`src/rtl/seq_restoring_divider_if.sv`:
```
// Operand/result bundle for the sequential restoring divider.
// Handshake: start is a one-cycle request; done pulses once when quotient/remainder are valid.
interface seq_restoring_divider_if #(
    parameter int WIDTH = 6
);
    logic             start;
    logic [WIDTH-1:0] dividend;
    logic [WIDTH-1:0] divisor;
    logic             busy;
    logic             done;
    logic [WIDTH-1:0] quotient;
    logic [WIDTH-1:0] remainder;
    logic             div_by_zero;
    logic             overflow;

    modport master (
        output start, dividend, divisor,
        input  busy, done, quotient, remainder, div_by_zero, overflow
    );

    modport slave (
        input  start, dividend, divisor,
        output busy, done, quotient, remainder, div_by_zero, overflow
    );
endinterface

```
`src/rtl/seq_restoring_divider.sv`:
```
// Multi-cycle restoring divider: one trial subtraction per clock, results held until the next run.
// Define SIGNED_DIV_EN for two's-complement operands (adds a sign fix-up cycle).
module seq_restoring_divider #(
    parameter int WIDTH = 6
) (
    input  logic                    clk,
    input  logic                    rst,
    seq_restoring_divider_if.slave  bus,
    output logic [2:0]              state_dbg
);
    localparam int CW = $clog2(WIDTH);
    localparam logic [CW-1:0]    LAST = CW'(WIDTH - 1);
    localparam logic [WIDTH-1:0] ONE  = WIDTH'(1);

    typedef enum logic [2:0] {
        S_IDLE = 3'd0,
        S_RUN  = 3'd1,
        S_ZERO = 3'd2,
        S_FIX  = 3'd3,
        S_DONE = 3'd4
    } state_t;

    state_t state, state_next;

    logic [WIDTH-1:0] dq;        // dividend bits shift out, quotient bits shift in
    logic [WIDTH-1:0] dvs;
    logic [WIDTH-1:0] dnd_orig;
    logic [WIDTH:0]   rem_acc;
    logic [CW-1:0]    cnt;

    logic [WIDTH-1:0] quotient_q;
    logic [WIDTH-1:0] remainder_q;
    logic             dbz_q;

    logic             accept;
    logic             last;
    logic [WIDTH:0]   r_shift;
    logic [WIDTH:0]   trial;
    logic [WIDTH:0]   r_next;
    logic [WIDTH-1:0] dq_next;
    logic [WIDTH-1:0] mag_a;
    logic [WIDTH-1:0] mag_b;

`ifdef SIGNED_DIV_EN
    logic q_neg;
    logic r_neg;
    logic ovf_pend;
    logic ovf_q;

    assign mag_a = bus.dividend[WIDTH-1] ? (~bus.dividend + ONE) : bus.dividend;
    assign mag_b = bus.divisor[WIDTH-1]  ? (~bus.divisor + ONE)  : bus.divisor;
    assign bus.overflow = ovf_q;
`else
    assign mag_a = bus.dividend;
    assign mag_b = bus.divisor;
    assign bus.overflow = 1'b0;
`endif

    assign accept = bus.start && (state == S_IDLE || state == S_DONE);
    assign last   = (cnt == LAST);

    always_comb begin
        r_shift = {rem_acc[WIDTH-1:0], dq[WIDTH-1]};
        trial   = r_shift - {1'b0, dvs};
        r_next  = r_shift;
        dq_next = {dq[WIDTH-2:0], 1'b0};
        // No borrow out of the trial subtraction means the divisor fits.
        if (!trial[WIDTH]) begin
            r_next  = trial;
            dq_next = {dq[WIDTH-2:0], 1'b1};
        end
    end

    always_ff @(posedge clk) begin
        if (rst) begin
            state <= S_IDLE;
        end else begin
            state <= state_next;
        end
    end

    always_comb begin
        state_next = state;
        case (state)
            S_IDLE, S_DONE: begin
                if (bus.start) begin
                    state_next = (bus.divisor == '0) ? S_ZERO : S_RUN;
                end else begin
                    state_next = S_IDLE;
                end
            end
            S_RUN: begin
                if (last) begin
`ifdef SIGNED_DIV_EN
                    state_next = S_FIX;
`else
                    state_next = S_DONE;
`endif
                end
            end
            S_ZERO:  state_next = S_DONE;
            S_FIX:   state_next = S_DONE;
            default: state_next = S_IDLE;
        endcase
    end

    always_ff @(posedge clk) begin
        if (rst) begin
            dq          <= '0;
            dvs         <= '0;
            dnd_orig    <= '0;
            rem_acc     <= '0;
            cnt         <= '0;
            quotient_q  <= '0;
            remainder_q <= '0;
            dbz_q       <= 1'b0;
`ifdef SIGNED_DIV_EN
            q_neg       <= 1'b0;
            r_neg       <= 1'b0;
            ovf_pend    <= 1'b0;
            ovf_q       <= 1'b0;
`endif
        end else if (accept) begin
            dq       <= mag_a;
            dvs      <= mag_b;
            dnd_orig <= bus.dividend;
            rem_acc  <= '0;
            cnt      <= '0;
`ifdef SIGNED_DIV_EN
            q_neg    <= bus.dividend[WIDTH-1] ^ bus.divisor[WIDTH-1];
            r_neg    <= bus.dividend[WIDTH-1];
            ovf_pend <= (bus.dividend == {1'b1, {(WIDTH-1){1'b0}}}) && (bus.divisor == '1);
`endif
        end else begin
            case (state)
                S_RUN: begin
                    rem_acc <= r_next;
                    dq      <= dq_next;
                    cnt     <= cnt + CW'(1);
`ifndef SIGNED_DIV_EN
                    if (last) begin
                        quotient_q  <= dq_next;
                        remainder_q <= r_next[WIDTH-1:0];
                        dbz_q       <= 1'b0;
                    end
`endif
                end
                S_ZERO: begin
                    quotient_q  <= '1;
                    remainder_q <= dnd_orig;
                    dbz_q       <= 1'b1;
`ifdef SIGNED_DIV_EN
                    ovf_q       <= 1'b0;
`endif
                end
`ifdef SIGNED_DIV_EN
                S_FIX: begin
                    quotient_q  <= q_neg ? (~dq + ONE) : dq;
                    remainder_q <= r_neg ? (~rem_acc[WIDTH-1:0] + ONE) : rem_acc[WIDTH-1:0];
                    dbz_q       <= 1'b0;
                    ovf_q       <= ovf_pend;
                end
`endif
                default: ;
            endcase
        end
    end

    assign bus.busy        = (state == S_RUN) || (state == S_FIX);
    assign bus.done        = (state == S_DONE);
    assign bus.quotient    = quotient_q;
    assign bus.remainder   = remainder_q;
    assign bus.div_by_zero = dbz_q;
    assign state_dbg       = state;
endmodule
```
`src/flat_wrapper.sv`:
```
// flat-port wrapper written by rule: the top's interface ports become plain ports
module seq_restoring_divider_flat 
#(
    parameter int WIDTH = 6
)
  (clk, rst, state_dbg, bus_start, bus_dividend, bus_divisor, bus_busy, bus_done, bus_quotient, bus_remainder, bus_div_by_zero, bus_overflow);
  seq_restoring_divider_if #(.WIDTH(WIDTH)) bus_i ();
  input  logic clk;
  input  logic rst;
  output logic [2:0] state_dbg;
  input wire logic [$bits(bus_i.start)-1:0] bus_start;
  input wire logic [$bits(bus_i.dividend)-1:0] bus_dividend;
  input wire logic [$bits(bus_i.divisor)-1:0] bus_divisor;
  output wire logic [$bits(bus_i.busy)-1:0] bus_busy;
  output wire logic [$bits(bus_i.done)-1:0] bus_done;
  output wire logic [$bits(bus_i.quotient)-1:0] bus_quotient;
  output wire logic [$bits(bus_i.remainder)-1:0] bus_remainder;
  output wire logic [$bits(bus_i.div_by_zero)-1:0] bus_div_by_zero;
  output wire logic [$bits(bus_i.overflow)-1:0] bus_overflow;
  assign bus_i.start = bus_start;
  assign bus_i.dividend = bus_dividend;
  assign bus_i.divisor = bus_divisor;
  assign bus_busy = bus_i.busy;
  assign bus_done = bus_i.done;
  assign bus_quotient = bus_i.quotient;
  assign bus_remainder = bus_i.remainder;
  assign bus_div_by_zero = bus_i.div_by_zero;
  assign bus_overflow = bus_i.overflow;
  seq_restoring_divider #(.WIDTH(WIDTH)) u_core (.clk(clk), .rst(rst), .bus(bus_i), .state_dbg(state_dbg));
endmodule
```
`config.mk`:
```
export PLATFORM = sky130hd
export DESIGN_NAME = seq_restoring_divider_flat
export DESIGN_NICKNAME = d
export VERILOG_FILES = /design/src/rtl/seq_restoring_divider_if.sv /design/src/rtl/seq_restoring_divider.sv /design/src/flat_wrapper.sv
export SDC_FILE = /design/constraint.sdc
export NUM_CORES = 1
export LEC_CHECK = 0
export BUFFER_PORTS_ARGS = -buffer_cell sky130_fd_sc_hd__buf_2
export CAP_MARGIN = 20
export CORE_MARGIN = 4
export CORE_UTILIZATION = 51
export CTS_CLUSTER_SIZE = 10
export DETAILED_ROUTE_END_ITERATION = 7
export PLACE_DENSITY = 0.81
export SYNTH_ARGS = -nofsm -noshare
export SYNTH_HDL_FRONTEND = slang
export SYNTH_SLANG_ARGS = --single-unit
```
`constraint.sdc`:
```
create_clock -name clk -period 2.5 [get_ports clk]
set_clock_uncertainty 0.15 [all_clocks]
set_input_delay 0.25 -clock clk [delete_from_list [all_inputs] [get_ports clk]]
set_output_delay 0.25 -clock clk [all_outputs]
set_load 0.03 [all_outputs]
```
; ---- Word-level counts from Yosys, hierarchy flattened
; Index checks and enable logic that the tools add are counted.
[classes]
add_sub_neg = 2
n_eq_ne = 6
muxes = 14
n_bitwise = 1
n_reduce_logical = 11
[ops]
columns = operator, n
row1 = $mux 6, 5
row2 = $pmux 6 s2, 2
row3 = $pmux 3 s3, 1
row4 = $sub 7x6->7, 1
row5 = $eq 3x2->1 const B, 2
row6 = $eq 3x3->1 const B, 2
row7 = $logic_not 6->1, 1
row8 = $mux 3, 2
row9 = $reduce_or 2->1, 3
row10 = $reduce_bool 2->1, 2
row11 = $add 3x1->3 const B, 1
row12 = $eq 3x1->1 const B, 1
row13 = $logic_not 3->1, 1
row14 = $reduce_and 3->1, 1
row15 = $logic_or 1x1->1, 2
row16 = $mux 1, 2
row17 = $mux 2, 1
row18 = $ne 2x1->1 const B, 1
row19 = $pmux 1 s2, 1
row20 = $logic_and 1x1->1, 1
row21 = $not 1->1, 1
[word_totals]
register_bits = 43
inputBits = 15
out_inout_bits = 19
wordCells = 43

; ---- Logic depth before layout (Yosys ltp)
[depth]
ltp_word = 5
mapped_depth = 10
depth_no_buf = 10

; ---- Worst setup path before layout
; Ideal clock, no wire load.
[synth_path]
path_kind = register to register
startpoint = reg u_core.dq[5]
endpoint = reg u_core.rem_acc[0]
setup_time_ps = 75
t_arrival_ps = 2054
required_ps = 2275
setup_slack_ps = 221
stages_incl_launch_ff = 11
path_buffers = 0
period_less_slack_ps = 2279
cell_sequence = dfxtp_1 > inv_1 > ha_1 > inv_1 > fa_1 > a21oi_2 > nor2b_4 > a31oi_4 > xnor2_4 > mux2_4 > o22ai_2
[synth_via]
elab_chain_len = 2
[synth_rtl]
columns = element, line
row1 = "start, declared", seq_restoring_divider.sv:25  ; logic [WIDTH-1:0] dq;
row2 = "start signal, assigned", seq_restoring_divider.sv:124  ; dq <= mag_a;
row3 = "start signal, assigned", seq_restoring_divider.sv:138  ; dq <= dq_next;
row4 = $sub 7x6->7, seq_restoring_divider.sv:64  ; trial = r_shift - {1'b0, dvs};
row5 = $mux 6 *, seq_restoring_divider.sv:68  ; if (!trial[WIDTH]) begin
row6 = "end signal, assigned", seq_restoring_divider.sv:137  ; rem_acc <= r_next;
row7 = "end, declared", seq_restoring_divider.sv:28  ; logic [WIDTH:0] rem_acc;
; Every way passes the cells marked *; elsewhere a longest branch is shown, timed or not.
; A chain may end at the register's enable or synchronous reset.

; ---- Final worst setup path
[layout_path]
startpoint = reg u_core.dq[5]
endpoint = reg u_core.rem_acc[1]
[layout_via]
elab_chain_len = 2
[layout_rtl]
columns = element, line
row1 = $sub 7x6->7, seq_restoring_divider.sv:64
row2 = $mux 6, seq_restoring_divider.sv:68
; Every way passes these cells.

==> results <==
- The flow ran to the end, and the final reports show no timing, DRC or antenna violations.
- The die covers 5160 um2.
- Pin placement for this block handled 34 I/O pins.
- The initial antenna violation count is 0.
- STA puts the critical path data arrival time at 2360 ps.
- In this run, distinct cell masters in the synthesized netlist total 43.
- Once layout is done, the placed cells without fillers occupy 2380 um2.
- The setup path with the least slack is of type register to register.
- The max-slew violation total from the final report is 0.
- The worst hold path belongs to the class primary input to register.
- The worst path meets setup with 160 ps of slack.
- The number of setup buffers added after CTS is 0.
- The clock tree synthesis step divided the H-tree into 2 levels.
- The number of warnings reported in the yosys synthesis log is 0.
- The worst supply voltage drop on vdd is 0.451 mV.
- In this run the most critical hold path is launched from bus_divisor[2].
- The wire length of the first global-routing pass is 7.89 mm.
- The analysis attributes to cell leakage a power of 0.000974 uW.
- The number of max-capacitance violations reported is 0.
- Across all register-to-register paths, the minimum setup slack is 160 ps.
- The leading cell type in the layout, fill and taps excluded is nand2_1.
- In this run the worst path has a maximum fanout of 8.
- The post-place setup slack is 75.7 ps.
- The total via count in the routed design is 1852.
- For this run, the leading register cell type out of synthesis is dfxtp_1.
- The number of antenna diodes in the final layout is 0.
- TritonCTS built the clock tree.
- The design draws 1500 uW.
- Setup repair after global routing left no endpoint under its margin.
- The clock-pin slew of the registers on the worst-case setup and hold paths is 80 ps.
- The total wire length after detailed routing is 4.77 mm.
- Along the worst hold path, the cell count comes to 3.
- The buffer levels on the longest clock path is 2.
- In this run the critical register-to-register path is launched from u_core.dq[5]$_SDFFE_PP0P_.
- Data on the critical path is required at its endpoint by 2520 ps.
- The initial utilization of the core area, before any placement, comes to 54.7%.
- The launching element type of the critical path is a register.
- The number of DRC markers after the initial detailed-route iteration is 99.
- Averaged over all synthesized cells, the footprint is 8.24 um2.
- From left edge to right edge, the die measures 71.8 um.
- The final non-filler cell total is 334.
- For the final routed database, the setup TNS stands at 0 ps.
- Compared with the post-synthesis result, the final layout area differs by 14.8%.
- For hold timing, the worst endpoint is u_core.dvs[2]$_SDFFE_PP0P_.
- The share of layout cells above drive strength 1 is 19.2%.
- Counting flops with a built-in enable in the synthesized netlist gives 0.
- The flip-flop and latch count after synthesis is 43.
- Using the TritonRoute via totals, the vias-per-cell ratio works out to 5.54.
- The number of placement rows is 22.
- The number of global-route vias before repair came to 1714.
- The HPWL after detailed placement is 3.47 mm.
- Synthesis produced a netlist with a net count of 276.
- The cell count after synthesis is 252.
- The number of buffers added by the clock tree synthesis step is 5.
- Buffers placed on the I/O ports in this run total 32.
- At the end of routability-driven placement, the weighted congestion stood at 0.846.
- Buffers inserted to repair hold after CTS numbered 0.
- The remaining design rule violation count is 0.
- The net total in the final layout is 309.
- The fraction of the cycle the final worst path needs is 93.6%.
- The post-cts resize count is 0.
- The time the worst path needs with I/O delays and setup is 2340 ps.
- The fraction of registers with async set or reset after synthesis is 0%.
- The total number of clock tree sinks is 43.
- After detailed placement, the total cell area comes to 2290 um2.
- For this design the ratio of total power to cell area is 631 nW/um2.
- The iteration count of the initial detailed-routing pass is 4.
- The core area is 3800 um2.
- The cell count after placement is 326.
- Entering global routing, the biggest net connects 31 pins.
- The latest clock arrival within the worst-skew pair is 300 ps.
- The number of routed nets with antenna violations is 0.
- The endpoint of the most critical register-to-register path is u_core.rem_acc[1]$_SDFFE_PP0P_.
- The top cell types in the final layout, fill and taps aside, are nand2_1, dfxtp_1, nor2_1, buf_2, a21oi_1.
- The cell sitting at the root of the clock tree is a clkbuf_8.
- Timing would allow up to 427 MHz.
- After global routing the overflow that remains totals 0.
- The length in cells of the worst reg-to-reg path is 10.
- In the final routed layout, each cell accounts on average for 14.3 um.
- STA classifies the critical path endpoint as a register.
- The final hold violation count is 0.
- The area of the mapped netlist is 2080 um2.
- The number of setup violations in the final report is 0.
- The share of the yosys chip area belonging to registers is 41.4%.
- In this run the vertical extent of the chip is 71.8 um.
- The overall track demand over capacity in global routing is 19.2%.
==> cells in the mapped netlist (2+ instances only) <==
cell type | instances | area, um2
nand2_1 | 47 | 176
dfxtp_1 | 43 | 861
nor2_1 | 32 | 120
a21oi_1 | 19 | 95.1
a211oi_1 | 11 | 82.6
a31oi_1 | 11 | 68.8
inv_1 | 11 | 41.3
ha_1 | 8 | 100
clkbuf_1 | 7 | 26.3
mux2i_1 | 5 | 50.1
and3_1 | 4 | 25.0
nor2b_1 | 4 | 25.0
o21ai_1 | 4 | 20.0
buf_2 | 3 | 15.0
nor3_1 | 3 | 15.0
nor4_1 | 3 | 18.8
o21ai_0 | 3 | 15.0
o22ai_1 | 3 | 18.8
a311o_1 | 2 | 20.0
and2_1 | 2 | 12.5
nand2b_1 | 2 | 12.5
nand3_1 | 2 | 10.0
xnor2_1 | 2 | 17.5
xor2_1 | 2 | 17.5
==> power by group <==
group          switching (uW)  internal [uW]
combinational             190            138
sequential               25.1            714
clock                     242            195
total                     457           1050
==> through the flow <==
stage                     hold WS [ps]  util, %
after floorplan                    236        -
after global placement             295     60.2
after detailed placement           298     60.2
after CTS                         40.6     62.4
after global routing              42.2     62.8
final                             45.3     62.8
==> metal layers <==
layer	global-route usage, %	wire length, um	vias up
li1	-	-	935
met1	24.7	2120	871
met2	31.8	2340	40
met3	4.35	247	6
met4	5.85	60	0
met5	0	0	-
==> worst max-delay path, cell delays in order, from the launching register on <==
cell	delay, ps
dfxtp_1	310
inv_1	80
ha_1	160
inv_1	50
fa_2	380
a21oi_4	190
nor2b_4	60
a31oi_4	190
xnor2_4	230
mux2i_1	300
a211oi_1	100
==> flip-flops by register name, summed over array words and instances, names as in the netlist <==
name,count
u_core.bus.div_by_zero,1
u_core.bus.quotient,6
u_core.bus.remainder,6
u_core.cnt,3
u_core.dnd_orig,6
u_core.dq,6
u_core.dvs,6
u_core.rem_acc,6
u_core.state_dbg,3
==> kinds of logic (layout without fill, tap and decap cells) <==
| group | count (synthesis) | in the layout | synth area share [%] |
|---|---|---|---|
| and+or+nand+nor | 103 | 103 | 21.7 |
| AOI/OAI and AO/OA | 62 | 62 | 20.2 |
| DFF | 43 | 43 | 41.4 |
| buffers and inverters | 23 | 57 | 4.52 |
| adders and majority gates | 9 | 9 | 5.78 |
| muxes | 6 | 6 | 3.13 |
| xor gates and xnor gates | 5 | 5 | 3.01 |
| other | 1 | 1 | 0.181 |
==> layout make-up <==
type,instances,area (um2)
timing repair buffer,37,198
sequential,43,861
tap,48,60.1
fill,350,1410
multi-input combinational,186,1140
inverter,12,45.0
clock buffer,6,72.6
clock inverter,2,12.5
==> worst max path at each step <==
stage | from | end | slack, ps
finish | u_core.dq[5]$_SDFFE_PP0P_ | u_core.rem_acc[1]$_SDFFE_PP0P_ | 160
global route | u_core.dq[5]$_SDFFE_PP0P_ | u_core.rem_acc[2]$_SDFFE_PP0P_ | 20
CTS | u_core.dq[5]$_SDFFE_PP0P_ | u_core.rem_acc[1]$_SDFFE_PP0P_ | 70
detailed placement | u_core.dq[5]$_SDFFE_PP0P_ | u_core.rem_acc[1]$_SDFFE_PP0P_ | 80
global placement | u_core.dq[5]$_SDFFE_PP0P_ | u_core.rem_acc[0]$_SDFFE_PP0P_ | 160
floorplan | u_core.dq[5]$_SDFFE_PP0P_ | u_core.rem_acc[0]$_SDFFE_PP0P_ | 220
(Power assumes the default switching activity.)
